<file path="config.mk">
export PLATFORM = sky130hd
export DESIGN_NAME = imm_gen_pipe
export DESIGN_NICKNAME = d
export VERILOG_FILES = /design/src/rtl/imm_pkg.sv /design/src/rtl/imm_gen_pipe_if.sv /design/src/rtl/imm_skid_buf.sv /design/src/rtl/imm_gen_pipe.sv
export SDC_FILE = /design/constraint.sdc
export NUM_CORES = 1
export LEC_CHECK = 0
export ABC_AREA = 1
export BUFFER_PORTS_ARGS = -buffer_cell sky130_fd_sc_hd__buf_2
export CAP_MARGIN = 20
export CORE_ASPECT_RATIO = 0.8
export CORE_UTILIZATION = 50
export CTS_BUF_LIST = sky130_fd_sc_hd__clkbuf_4 sky130_fd_sc_hd__clkbuf_8
export DETAILED_ROUTE_END_ITERATION = 10
export PLACE_DENSITY = 0.74
export SETUP_SLACK_MARGIN = 0.05
export SYNTH_ARGS = -nofsm -noshare
export SYNTH_HDL_FRONTEND = slang
export SYNTH_SLANG_ARGS = --single-unit
</file>
<file path="constraint.sdc">
create_clock -name CLK_i -period 1.32 [get_ports CLK_i]
set_input_delay 0.066 -clock CLK_i [delete_from_list [all_inputs] [get_ports CLK_i]]
set_output_delay 0.066 -clock CLK_i [all_outputs]
set_load 0.05 [all_outputs]
</file>
<file path="src/rtl/imm_pkg.sv">
// rtl/imm_pkg.sv - shared constants and types for the immediate generator pipeline
package imm_pkg;

    localparam logic [2:0] IMM_SEL_NONE = 3'd0;
    localparam logic [2:0] IMM_SEL_I    = 3'd1;
    localparam logic [2:0] IMM_SEL_S    = 3'd2;
    localparam logic [2:0] IMM_SEL_B    = 3'd3;
    localparam logic [2:0] IMM_SEL_U    = 3'd4;
    localparam logic [2:0] IMM_SEL_J    = 3'd5;
    localparam logic [2:0] IMM_SEL_Z    = 3'd6;
    localparam logic [2:0] IMM_SEL_RSV  = 3'd7;

    typedef enum logic [1:0] {
        BUF_EMPTY = 2'd0,
        BUF_ONE   = 2'd1,
        BUF_FULL  = 2'd2
    } buf_state_e;

    function automatic int payload_w(input int xlen, input int tagw);
        return xlen + 1 + tagw;
    endfunction

endpackage

</file>
<file path="src/rtl/imm_gen_pipe_if.sv">
// rtl/imm_gen_pipe_if.sv - valid/ready stream bundle used between pipeline stages
interface imm_gen_pipe_if #(
    parameter int DW = 8
);
    logic [DW-1:0] tdata;
    logic          tvalid;
    logic          tready;

    modport master (output tdata, output tvalid, input tready);
    modport slave  (input tdata, input tvalid, output tready);
endinterface

</file>
<file path="src/rtl/imm_skid_buf.sv">
// rtl/imm_skid_buf.sv - 2-entry valid/ready skid buffer with registered ready
module imm_skid_buf
    import imm_pkg::*;
#(
    parameter int DW = 8
) (
    input  logic           clk,
    input  logic           rst_n,
    imm_gen_pipe_if.slave  s,
    imm_gen_pipe_if.master m
);

    buf_state_e    state, state_nx;
    logic [DW-1:0] main_q, skid_q;
    logic          in_ready_q;
    logic          out_valid;
    logic          in_fire, out_fire;
    logic          load_main, load_skid, pop_skid;

    assign out_valid = (state != BUF_EMPTY);
    assign in_fire   = s.tvalid & in_ready_q;
    assign out_fire  = out_valid & m.tready;

    assign s.tready  = in_ready_q;
    assign m.tvalid  = out_valid;
    assign m.tdata   = main_q;

    always_comb begin
        state_nx  = state;
        load_main = 1'b0;
        load_skid = 1'b0;
        pop_skid  = 1'b0;
        case (state)
            BUF_EMPTY: begin
                if (in_fire) begin
                    load_main = 1'b1;
                    state_nx  = BUF_ONE;
                end
            end
            BUF_ONE: begin
                if (in_fire && !out_fire) begin
                    load_skid = 1'b1;
                    state_nx  = BUF_FULL;
                end else if (in_fire && out_fire) begin
                    load_main = 1'b1;
                end else if (out_fire) begin
                    state_nx  = BUF_EMPTY;
                end
            end
            BUF_FULL: begin
                if (out_fire) begin
                    pop_skid = 1'b1;
                    state_nx = BUF_ONE;
                end
            end
            default: state_nx = BUF_EMPTY;
        endcase
    end

    // Ready is derived from the next state so it is a flop output, never a
    // combinational function of the downstream ready.
    always_ff @(posedge clk) begin
        if (!rst_n) begin
            state      <= BUF_EMPTY;
            in_ready_q <= 1'b0;
            main_q     <= '0;
            skid_q     <= '0;
        end else begin
            state      <= state_nx;
            in_ready_q <= (state_nx != BUF_FULL);
            if (load_main) begin
                main_q <= s.tdata;
            end else if (pop_skid) begin
                main_q <= skid_q;
            end
            if (load_skid) begin
                skid_q <= s.tdata;
            end
        end
    end

endmodule

</file>
<file path="src/rtl/imm_gen_pipe.sv">
// rtl/imm_gen_pipe.sv - registered, flow-controlled RISC-V immediate generator
module imm_gen_pipe
    import imm_pkg::*;
#(
    parameter int XLEN = 32,
    parameter int TAGW = 5
) (
    input  logic            CLK_i,
    input  logic            RST_N_i,
    input  logic [31:0]     INST_i,
    input  logic [2:0]      IMM_sel_i,
    input  logic [TAGW-1:0] TAG_i,
    input  logic            IN_valid_i,
    output logic            IN_ready_o,
    output logic [XLEN-1:0] IMM_V_o,
    output logic [TAGW-1:0] TAG_o,
    output logic            ILL_o,
    output logic            OUT_valid_o,
    input  logic            OUT_ready_i
);

    localparam int PW = payload_w(XLEN, TAGW);

    generate
        if (XLEN != 32 && XLEN != 64) begin : g_bad_xlen
            $error("imm_gen_pipe: XLEN must be 32 or 64");
        end
    endgenerate

    logic [31:0]     imm32;
    logic            sext;
    logic            ill;
    logic [XLEN-1:0] imm;
    logic            unused_opcode;

    assign unused_opcode = ^INST_i[6:0];

    always_comb begin
        imm32 = '0;
        sext  = 1'b1;
        ill   = 1'b0;
        case (IMM_sel_i)
            IMM_SEL_I: imm32 = {{20{INST_i[31]}}, INST_i[31:20]};
            IMM_SEL_S: imm32 = {{20{INST_i[31]}}, INST_i[31:25], INST_i[11:7]};
            IMM_SEL_B: imm32 = {{19{INST_i[31]}}, INST_i[31], INST_i[7],
                                INST_i[30:25], INST_i[11:8], 1'b0};
            IMM_SEL_U: imm32 = {INST_i[31:12], 12'b0};
            IMM_SEL_J: imm32 = {{11{INST_i[31]}}, INST_i[31], INST_i[19:12],
                                INST_i[20], INST_i[30:21], 1'b0};
            IMM_SEL_Z: begin
                imm32 = {27'b0, INST_i[19:15]};
                sext  = 1'b0;
            end
            default: begin
                // NONE and RSV both flag illegal and force an all-ones immediate
                imm32 = '1;
                ill   = 1'b1;
            end
        endcase
    end

    assign imm = sext ? XLEN'($signed(imm32)) : XLEN'(imm32);

    imm_gen_pipe_if #(.DW(PW)) in_bus ();
    imm_gen_pipe_if #(.DW(PW)) out_bus ();

    assign in_bus.tdata   = {imm, ill, TAG_i};
    assign in_bus.tvalid  = IN_valid_i;
    assign IN_ready_o     = in_bus.tready;

    assign out_bus.tready = OUT_ready_i;
    assign OUT_valid_o    = out_bus.tvalid;
    assign {IMM_V_o, ILL_o, TAG_o} = out_bus.tdata;

    imm_skid_buf #(.DW(PW)) u_buf (
        .clk   (CLK_i),
        .rst_n (RST_N_i),
        .s     (in_bus.slave),
        .m     (out_bus.master)
    );

endmodule

</file>
; ---- Word level (Yosys, flattened, before mapping)
; Index checks and enable logic that the tools add are counted.
[totals]
out_inout_bits = 40
register_bits = 79
inputBits = 44
word_cells = 40
[classes]
mux = 18
reduce_logical = 7
n_bitwise = 2
n_eq_ne = 9
[ops]
columns = op, count
row1 = one-hot mux 32 bit (6 select lines), 1
row2 = 2-to-1 mux 38 bit, 2
row3 = 2-to-1 mux 2 bit, 5
row4 = equality test 3 bit (second input constant), 3
row5 = 2-to-1 mux 1 bit, 8
row6 = equality test 3 x 2 -> 1 bit (second input constant), 2
row7 = one-hot mux 2 bit (3 select lines), 1
row8 = OR reduction 6 bit, 1
row9 = nonzero test 2 bit, 2
row10 = equality test 3 x 1 -> 1 bit (second input constant), 1
row11 = AND 1 bit, 2
row12 = equality test 2 x 1 -> 1 bit (second input constant), 1
row13 = equality test 2 bit (second input constant), 1
row14 = logical AND 1 bit, 2
row15 = zero test 2 bit, 1
row16 = inequality test 2 bit (second input constant), 1
row17 = one-hot mux 1 bit (2 select lines), 1
row18 = zero test 1 bit, 1

; ---- Depth between registers and ports, before layout
; Gate-level depths: netlist of the first run.
[depth]
depth_word = 7
depth_mapped = 10
depth_no_buf = 9

; ---- Cells and area by module
; Synthesis of the first run repeated with hierarchy kept, for this count alone.
[unflattened]
cells_unflattened = 637
hier_area_um2 = 4150.2
[by_module_without_submodules]
columns = module, cells_each, seq_area_each_um2, instances, area_each_um2
row1 = imm_skid_buf, 531, 1581.5, 1, 3681.0
row2 = imm_gen_pipe, 106, 0.0, 1, 469.2

; ---- Worst setup path after synthesis of the first run
; No wires, ideal clock.
[synth_timing]
path_type = register to register
start = reg u_buf.in_ready_q (netlist: u_buf.s.tready)
end = reg u_buf.main_q[19] (netlist: u_buf.m.tdata[19])
stages_incl_launch_ff = 11
required_time_ns = 1.254
n_path_buf = 2
setup_time_ns = 0.066
t_arrival_ns = 1.499
synth_period_minus_slack_ns = 1.565
path_slack_ns = -0.245
path_cell_list = dfxtp_1 -> nand2_1 -> inv_1 -> nor2_1 -> nor2_2 -> nand2_2 -> buf_6 -> buf_6 -> nand2_1 -> nand2_1 -> a21oi_2
[synth_between]
elab_chain_cells = 6
word_cells_on_any_way = 9
classes_between = mux (5) / bitwise (1) / reduce/logical (3)
[synth_rtl]
columns = item, line_no
row1 = from (decl), imm_skid_buf.sv:15  ; logic in_ready_q;
row2 = from (signal assigned), imm_skid_buf.sv:70  ; in_ready_q <= (state_nx != BUF_FULL);
row3 = AND 1 bit *, imm_skid_buf.sv:21  ; assign in_fire = s.tvalid & in_ready_q;
row4 = logical AND 1 bit, imm_skid_buf.sv:44  ; end else if (in_fire && out_fire) begin
row5 = 2-to-1 mux 1 bit, imm_skid_buf.sv:44
row6 = 2-to-1 mux 1 bit, imm_skid_buf.sv:41  ; if (in_fire && !out_fire) begin
row7 = one-hot mux 1 bit (2 select lines) *, imm_skid_buf.sv:33  ; case (state)
row8 = 2-to-1 mux 38 bit / nonzero test 2 bit (equally long branches), -
row9 = to (signal assigned), imm_skid_buf.sv:72  ; main_q <= s.tdata;
row10 = to (signal assigned), imm_skid_buf.sv:74  ; main_q <= skid_q;
row11 = to (decl), imm_skid_buf.sv:14  ; logic [DW-1:0] main_q, skid_q;
; Every way passes the cells marked *; elsewhere a longest branch is shown, timed or not.
; A chain may end at the register's enable or synchronous reset.

; ---- Final worst setup path of the first run
[layout_timing]
start = reg u_buf.state[0]
end = reg u_buf.main_q[30] (netlist: u_buf.m.tdata[30])
[layout_between]
elab_chain_cells = 7
word_cells_on_any_way = 15
classes_between = eq/ne (2) / mux (6) / bitwise (1) / reduce/logical (6)
[layout_rtl]
columns = item, line_no
row1 = from (decl), imm_skid_buf.sv:13  ; buf_state_e state, state_nx;
row2 = from (signal assigned), imm_skid_buf.sv:69  ; state <= state_nx;
row3 = nonzero test 2 bit, imm_skid_buf.sv:20  ; assign out_valid = (state != BUF_EMPTY);
row4 = AND 1 bit, imm_skid_buf.sv:22  ; assign out_fire = out_valid & m.tready;
row5 = logical AND 1 bit / zero test 1 bit (equally long branches), "imm_skid_buf.sv:44, imm_skid_buf.sv:41"
row6 = 2-to-1 mux 1 bit / logical AND 1 bit (equally long branches), "imm_skid_buf.sv:44, imm_skid_buf.sv:41"
row7 = 2-to-1 mux 1 bit, imm_skid_buf.sv:41
row8 = one-hot mux 1 bit (2 select lines), imm_skid_buf.sv:33
row9 = 2-to-1 mux 38 bit / nonzero test 2 bit (equally long branches), -
; Parallel ways exist; a longest one is shown, timed or not.

==> results of run 1 <==
final cells by class:
cell class	instances	area (um^2)	share of cell area (%)
clock buffer	9	123.9	2.367
clock inverter	7	77.57	1.483
inverter	65	266.5	5.093
multi-input combinational	406	2131	40.72
sequential	79	1593	30.44
tap	105	131.4	2.511
timing repair buffer	116	909.6	17.38
power by group:
| group | internal, W | leakage, nW | switching, W |
|---|---|---|---|
| logic | 0.000412 | 1.72 | 0.000930 |
| clock network | 0.000893 | 0.101 | 0.000972 |
| registers | 0.00249 | 0.646 | 0.0000588 |
| total | 0.00379 | 2.47 | 0.00196 |
kinds of logic after synthesis:
logic type	after synthesis	share of synthesized area (%)
AOI/OAI and AO/OA	135	18.31
buffers and inverters	101	12.10
DFF	79	40.46
and+or+nand+nor	271	29.13
path summary, 6_finish.rpt:
path / from / to / slack, ns / cells past startpoint
worst max-delay path: u_buf.state[0]$_SDFF_PN0_ / u_buf.m.tdata[30]$_SDFFE_PN0P_ / -0.01 / 6
worst min-delay path: INST_i[19] / u_buf.skid_q[25]$_SDFFE_PN0P_ / 0.08 / 5
worst max register to register: u_buf.state[0]$_SDFF_PN0_ / u_buf.m.tdata[30]$_SDFFE_PN0P_ / -0.01 / 6
worst min register to register: u_buf.skid_q[0]$_SDFFE_PN0P_ / u_buf.skid_q[0]$_SDFFE_PN0P_ / 0.46 / 2
worst register-to-register path: cells and delay by family, from the launching register on:
kind            cells  cell delay [ns]
compound gates      3             0.43
buf+inv             1             0.19
flops               1             0.38
simple gates        2             0.27
Yosys cell counts, drive strengths merged:
cell type / instances
a21oi: 47
nand4: 8
a31oi: 1
inv: 64
buf: 25
nor2: 74
a211oi: 1
nand3b: 1
nor4: 1
clkinv: 1
o21ai: 85
nand2: 170
nor3: 7
o21a: 1
clkbuf: 11
nand3: 10
dfxtp: 79
through the flow:
step                      util (%)  power, W
after floorplan                  -  0.003439
after detailed placement     59.73  0.003755
after global placement       59.73  0.003738
after global routing         69.79  0.005988
final                        69.79  0.005751
after CTS                    63.85  0.005595
timing repair:
action,4_1_cts,5_1_grt
buffers inserted,1,0
cloned,2,4
pin swaps,3,28
setup endpoints to repair,57,75
resized for setup,13,132
endpoints found under the hold margin,10,0
hold buffers,5,0
placed cells by master, fill, tap and decap left out, drive strengths merged:
master / count
nor3: 7
clkinvlp: 1
bufinv: 1
a21oi: 47
dlygate4sd3: 5
buf: 107
clkinv: 3
dfxtp: 79
nand3b: 1
nor4: 1
nand4: 8
o21ai: 85
o21a: 1
a211oi: 1
nand2: 170
clkbuf: 13
nor2: 74
nand3: 10
a31oi: 1
inv: 67
sequential cells by signal, indices dropped and copies added, names as in the netlist:
register and cells:
u_buf.m.tdata 38, u_buf.state 2, u_buf.s.tready 1, u_buf.skid_q 38
metal layers:
metal  part of all wire [%]  vias up  track usage, %
li1                       -     2039               -
met1                     43     1875           35.55
met2                     47      201           41.92
met3                    7.6       28           6.713
met4                    2.7        0           6.522
met5                      0        -               0
==> flow_summary.toml, run 1 <==
[status]
status = "complete, but fails checks"
violations = "setup timing"

[layout]
nFillCells = 625
stdcell_area_mm2 = 0.005233
antenna_cells = 0
drive_gt1_share_pct = 31.52
syn2layout_area_growth_pct = 33.87
finalNonFillerCells = 787
nNetsFinal = 721

[sta]
maxSlewHeadroom_pct = 60.91
final.period_utilization_pct = 101.1
worstMarginPinSlew_ns = 0.5802
post-route-min-period_ns = 1.334
setup_violations = 1
fin_worst_skew_ns = 0.008416
fmax_ghz = 0.7495
tns_ns = -0.01416
slew_viol_final = 0
hold_viol_final = 0
worst_slack_ns = -0.01416
hold_ws_ns = 0.07765
rsz0062_at_grt = "yes"

[synth]
synth.area.top_cells = "dfxtp_1 (40%), nand2_1 (16%), o21ai_0 (10%), nor2_1 (6.4%), inv_1 (5.8%)"
ys_ff_latch = 79
synthDistinctLibCells = 30
yosysTopAreaCellShare_pct = 40.46
yosysSeqAreaShare_pct = 40.46
syn_nets = 630
syn_inst = 586
synth-warning-count = 0
synth_top_cell_by_area = "dfxtp_1"
synth_area_mm2 = 0.003909
avgSynthCellArea_um2 = 6.670

[floorplanning]
num_rows = 28
ioPinCount = 84
die_y_um = 81.08
die_area_mm2 = 0.008177
start_util_pct = 52.14
core_area_mm2 = 0.007497
fp.dieW_um = 100.9

[clock_tree]
clock_latency_ns = 0.36
clockBufferDepth = 2
cts_tree = "yes"
htree_levels = 3
cts_root_buf = "clkbuf_8"
path_clk_slew_ns = 0.09
cts_buffers = 9
clock-sinks = 79

[placed_design]
post-place-ws_ns = -0.02892
placement.io_buffers = 76
dpl.cell_count = 759
hpwl_mm = 6.908
placed_area_mm2 = 0.004478
gp_congestion = 0.8752

[detailed_routing]
drc = 0
antenna_left = 0
viasPerCell = 5.264
vias = 4143
wl_mm = 11.42
wl_per_cell_um = 14.50
drt-initial-drc-count = 422
dr.pass1.iters = 5

[worst_hold_path]
min_path_type = "in -> reg"

[grt]
grt_max_degree = 70
grt_pass1_wl_mm = 16.54
track_usage_pct = 26.24
antenna_found_initial = 0
grt.overflow.total = 0
grt_pass1_vias = 3540

[pwr]
ir_drop_mv = 0.6497
power_density_mw_per_mm2 = 1099
leakagePower_nw = 2.466

[setup_path]
cp-end-kind = "flop"
timing.critical_path.buf_inv = 1
cp.arrival_ns = 1.63
critical_path_class = "reg -> reg"
start_kind = "flop"
cp_top_family = "compound AO/OA/AOI/OAI gates"
crit_required_ns = 1.62
crit_path_top_delay_cell = "dfxtp_4"
crit_chain = "nor2_4 > o21ai_2 > nand2_4 > buf_12 > o21ai_0 > a21oi_2"
path_max_fanout = 27
critPathMaxStageDelay_ns = 0.38

[job]
maxCapViolations = 0
No activity file was read; power rests on OpenSTA's default activity.
==> run 2: changes to the inputs <==
- RECOVER_POWER: not set -> 100
==> run 2 against run 1 <==
  * The flow still finishes with violations (setup timing)
  * Flip-flop and latch count stayed put
  * Critical path depth stayed put
  * Die area stayed put
  * Fmax is 0.25% lower
  * Combinational power hardly changed
  * Final area stayed put
  * Largest cell class unchanged
  * Worst setup slack worse by 0.0034 ns
  * Hold slack worse by 0.0010 ns
==> flow_summary.toml, run 2 (synthesized netlist as in run 1, its figures left out) <==
[pwr]
power_w = 0.005754
switching_share_pct = 34.17
intPower_w = 0.003788
ir_drop_mv = 0.6481
leakagePower_nw = 2.442
sequentialPowerShare_pct = 44.3
power_frac_comb_pct = 23.2
p_clk_share_pct = 32.5
p_switching_w = 0.001966
power_density_mw_per_mm2 = 1100

[grt]
grt.overflow.total = 0
track_usage_pct = 26.24
antenna_found_initial = 0
grt_pass1_wl_mm = 16.54
grt_pass1_vias = 3540
grt_max_degree = 70

[layout]
drive_gt1_share_pct = 31.52
nFillCells = 625
final_core_util_pct = 69.79
antenna_cells = 0
layout_common_cells = "nand2_1 (152), dfxtp_1 (76), inv_1 (58)"
layout_commonest_cell = "nand2_1"
finalNonFillerCells = 787
syn2layout_area_growth_pct = 33.87
nNetsFinal = 721

[setup_path]
start_kind = "flop"
path_max_fanout = 27
cp.arrival_ns = 1.64
critical_path_class = "reg -> reg"
crit_required_ns = 1.62
cp-end-kind = "flop"

[placed_design]
hpwl_mm = 6.908
dpl.cell_count = 759
gp_congestion = 0.8752
post-place-ws_ns = -0.02892
placement.io_buffers = 76

[clock_tree]
cts_tree = "yes"
htree_levels = 3
clockBufferDepth = 2
clock_latency_ns = 0.36
cts_root_buf = "clkbuf_8"
path_clk_slew_ns = 0.09
cts_buffers = 9
clock-sinks = 79

[sta]
slew_viol_final = 0
worst_slack_ns = -0.01757
fmax_ghz = 0.7476
maxSlewHeadroom_pct = 62.84
hold_viol_final = 0
fin_worst_skew_ns = 0.009445
worstMarginPinSlew_ns = 0.5516
rsz0062_at_grt = "yes"
post-route-min-period_ns = 1.338
final.period_utilization_pct = 101.3
setup_violations = 2
hold_ws_ns = 0.07661

[detailed_routing]
wl_met3_um = 854
wl_per_cell_um = 14.51
dr.pass1.iters = 5
vias = 4141
wl_met2_mm = 5.318
antenna_left = 0
drt-initial-drc-count = 344
wl_mm = 11.42
wl_met1_mm = 4.947
top_layer_used = "met4"
viasPerCell = 5.262
drc = 0

[floorplanning]
core_area_mm2 = 0.007497
num_rows = 28
die_y_um = 81.08
die_area_mm2 = 0.008177
start_util_pct = 52.14
ioPinCount = 84
fp.dieW_um = 100.9

[worst_hold_path]
min_path_type = "in -> reg"

[job]
maxCapViolations = 0

[status]
violations = "setup timing"
status = "complete, but fails checks"
run 2: final timing paths:
kind                            slack, ns                         start                             end  depth (start not counted)
worst max register to register      -0.02     u_buf.state[0]$_SDFF_PN0_  u_buf.m.tdata[30]$_SDFFE_PN0P_                          6
worst max-delay path                -0.02     u_buf.state[0]$_SDFF_PN0_  u_buf.m.tdata[30]$_SDFFE_PN0P_                          6
worst min-delay path                 0.08                    INST_i[19]   u_buf.skid_q[25]$_SDFFE_PN0P_                          5
worst min register to register       0.46  u_buf.skid_q[0]$_SDFFE_PN0P_    u_buf.skid_q[0]$_SDFFE_PN0P_                          2
run 2: critical path, cell delays in order, from the launching register on:
cell and delay (ns):
dfxtp_4 0.38, nor2_4 0.15, o21ai_2 0.09, nand2_4 0.12, buf_12 0.19, o21ai_0 0.16, a21oi_2 0.17
run 2: routing by layer:
layer,up-vias,GRT usage [%]
met5,-,0
met4,0,6.522
met3,31,6.713
met2,194,41.92
met1,1873,35.55
li1,2043,-
run 2: stage by stage:
stage,cell area [um^2],TNS (ns)
floorplan,3920,0
global placement,4478,0
detailed placement,4478,-0.08535
CTS,4787,0
global route,5233,-0.5335
finish,5233,-0.02209
run 2: cell type report:
| cell class | count | area, um^2 | area share, % |
|---|---|---|---|
| clock buffer | 9 | 123.9 | 2.367 |
| clock inverter | 7 | 77.57 | 1.483 |
| inverter | 65 | 266.5 | 5.093 |
| multi-input combinational | 406 | 2131 | 40.72 |
| sequential | 79 | 1593 | 30.44 |
| tap | 105 | 131.4 | 2.511 |
| timing repair buffer | 116 | 909.6 | 17.38 |
run 2: what timing repair did:
item | CTS | global route
endpoints found under the setup margin | 57 | 75
gates resized for setup | 13 | 132
pin swaps | 3 | 28
buffers inserted | 1 | 0
gates cloned | 2 | 4
hold buffers | 5 | 0
endpoints found under the hold margin | 10 | 0
run 2: power by group through the flow:
stage	clock, W	combinational, W	sequential, W
2_1_floorplan	0	0.000548	0.00289
3_3_place_gp	0	0.00114	0.00259
3_5_place_dp	0	0.00116	0.00260
4_1_cts	0.00187	0.00119	0.00254
5_1_grt	0.00199	0.00144	0.00256
6_report	0.00187	0.00134	0.00255
==> run 3: changes to the inputs <==
- CORE_ASPECT_RATIO: 0.8 -> 1.75
- SYNTH_HIERARCHICAL: not set -> 1
==> run 3 against run 2 <==
  * The run now ends clean
  * Final cell count is 2.7% higher
  * Synthesized area is 6.2% higher
  * Die area is 6.2% higher
  * Clock skew is 0.00074 ns higher
  * Critical path type unchanged
  * Largest cell class unchanged
==> flow_summary.toml, run 3 <==
[clock_tree]
cts_tree = "yes"
path_clk_slew_ns = 0.08
clockBufferDepth = 2
htree_levels = 3
cts_buffers = 9
cts_root_buf = "clkbuf_8"
clock-sinks = 79
clock_latency_ns = 0.36

[grt]
grt.overflow.total = 0
use_met2_pct = 47.42
grtUsageMet3_pct = 4.926
grt_pass1_vias = 3966
grt_max_degree = 41
busiest_layer = "met2"
grt_util_met1_pct = 31.77
antenna_found_initial = 0
track_usage_pct = 27.03
grt_pass1_wl_mm = 18.57

[layout]
nNetsFinal = 757
layout_commonest_cell = "nand2_1"
layout_common_cells = "nand2_1 (126), nand3_1 (93), nor2_1 (80)"
syn2layout_area_growth_pct = 23.82
drive_gt1_share_pct = 24.37
antenna_cells = 0

[synth]
yosysSeqAreaShare_pct = 38.11
synthTopCellsByCount = "nand2_1 (141), nand3_1 (93), nor2_1 (81), dfxtp_1 (79), nand4_1 (47)"
synth-main-ff-cell = "dfxtp_1"
synth_edf_count = 0
syn_nets = 681
synth_top_cell_by_area = "dfxtp_1"
yosysTopAreaCellShare_pct = 38.11
synth-warning-count = 6
ys_ff_latch = 79
syn_inst = 637
ys_async_sr_fraction_pct = 0
synth_area_mm2 = 0.004150
synth_most_common_cell = "nand2_1"
synth.area.top_cells = "dfxtp_1 (38%), nand2_1 (13%), nand3_1 (11%), nor2_1 (7.3%), nand4_1 (7.1%)"
avgSynthCellArea_um2 = 6.515
synthDistinctLibCells = 21

[setup_path]
r2r_cells = 6
cp.arrival_ns = 1.52
start_kind = "flop"
critical_path_class = "reg -> reg"
cp-end-kind = "flop"
crit_required_ns = 1.57
path_max_fanout = 21

[pwr]
power_density_mw_per_mm2 = 1131
ir_drop_mv = 0.6961
leakagePower_nw = 2.414

[sta]
rsz0062_at_grt = "yes"
setup_violations = 0
final.period_utilization_pct = 96.10
maxSlewHeadroom_pct = 60.95
fmax_ghz = 0.7883
worst_slack_ns = 0.05146
fin_worst_skew_ns = 0.01018
hold_viol_final = 0
worstMarginPinSlew_ns = 0.5832
hold_ws_ns = 0.05903
slew_viol_final = 0
post-route-min-period_ns = 1.269

[detailed_routing]
wl_per_cell_um = 14.32
vias = 4485
antenna_left = 0
viasPerCell = 5.551
dr.pass1.iters = 7
drt-initial-drc-count = 438
wl_mm = 11.57
drc = 0

[floorplanning]
start_util_pct = 52.12
die_y_um = 122.5
fp.dieW_um = 70.87
ioPinCount = 84
num_rows = 43
core_area_mm2 = 0.007963
die_area_mm2 = 0.008683

[placed_design]
gp_congestion = 0.8478
post-place-ws_ns = -0.03276
hpwl_mm = 7.925
placement.io_buffers = 76

[worst_hold_path]
min_path_cells = 4
min_path_type = "in -> reg"

[status]
status = "finished, final reports clean"

[job]
maxCapViolations = 0
run 3: changes by cell type after synthesis, sizes merged, moves of 7 or more:
| cell | change |
|---|---|
| a21oi | -8 |
| buf | +7 |
| clkbuf | +12 |
| inv | -12 |
| nand2 | -24 |
| nand3 | +84 |
| nand4 | +39 |
| nor2 | +8 |
| nor3 | -7 |
| o21ai | -45 |
run 3: logic make-up (layout without fill, tap and decap cells):
kind of cell    after synthesis  in the layout  synth area share [%]
compound gates               81             81                 9.889
buf+inv                     107            188                 12.21
flops                        79             79                 38.11
simple gates                370            370                 39.80
run 3: critical path, stage by stage (launching register included):
cell     delay [ns]
dfxtp_4        0.36
nand2_4        0.06
nor2_4         0.19
nand3_4        0.13
buf_6          0.19
o21ai_0        0.18
nor2_1         0.05
run 3: through the flow:
stage | util (%) | power, W | area [um^2] | instances | setup TNS (ns)
6_report | 64.53 | 0.005810 | 5139 | 808 | 0
2_1_floorplan | - | 0.003599 | 4184 | 637 | 0
4_1_cts | 62.48 | 0.005783 | 4975 | 806 | 0
3_5_place_dp | 58.94 | 0.003974 | 4693 | 783 | -0.09606
5_1_grt | 64.53 | 0.006113 | 5139 | 808 | -0.07659
3_3_place_gp | 58.94 | 0.003953 | 4693 | 783 | -0.01213
run 3: final cells by class:
class / count / area [um^2]
Multi-Input combinational cell: 451 / 2177
Fill cell: 732 / 2824
Sequential cell: 79 / 1593
Tap cell: 90 / 112.6
Clock buffer: 10 / 137.6
Clock inverter: 6 / 60.06
Inverter: 52 / 197.7
Timing Repair Buffer: 120 / 860.8
run 3: layer usage:
layer / vias up / part of all wire, %
met5: - / 0
met2: 165 / 52
met3: 29 / 4.7
met1: 2044 / 40
met4: 0 / 3.2
li1: 2247 / -
run 3: power by group:
group	total, W	internal (W)	switching [W]
clock	0.00180	0.000914	0.000881
combinational	0.00144	0.000442	0.00100
sequential	0.00257	0.00250	0.0000697
run 3: what timing repair did:
item / CTS / global route
hold buffers: 5 / 0
setup endpoints to repair: 7 / 75
hold endpoints to repair: 5 / 0
setup buffers: 2 / 1
gates cloned: 0 / 1
gates resized for setup: 7 / 47
pin swaps: 1 / 4
run 3: worst paths after layout:
check	from	endpoint	slack, ns
setup / recovery	u_buf/s.tready$_SDFF_PN0_	u_buf/skid_q[16]$_SDFFE_PN0P_	0.05
hold / removal	IN_valid_i	u_buf/state[0]$_SDFF_PN0_	0.06
setup reg to reg	u_buf/s.tready$_SDFF_PN0_	u_buf/skid_q[16]$_SDFFE_PN0P_	0.05
hold reg to reg	u_buf/m.tdata[2]$_SDFFE_PN0P_	u_buf/m.tdata[2]$_SDFFE_PN0P_	0.48
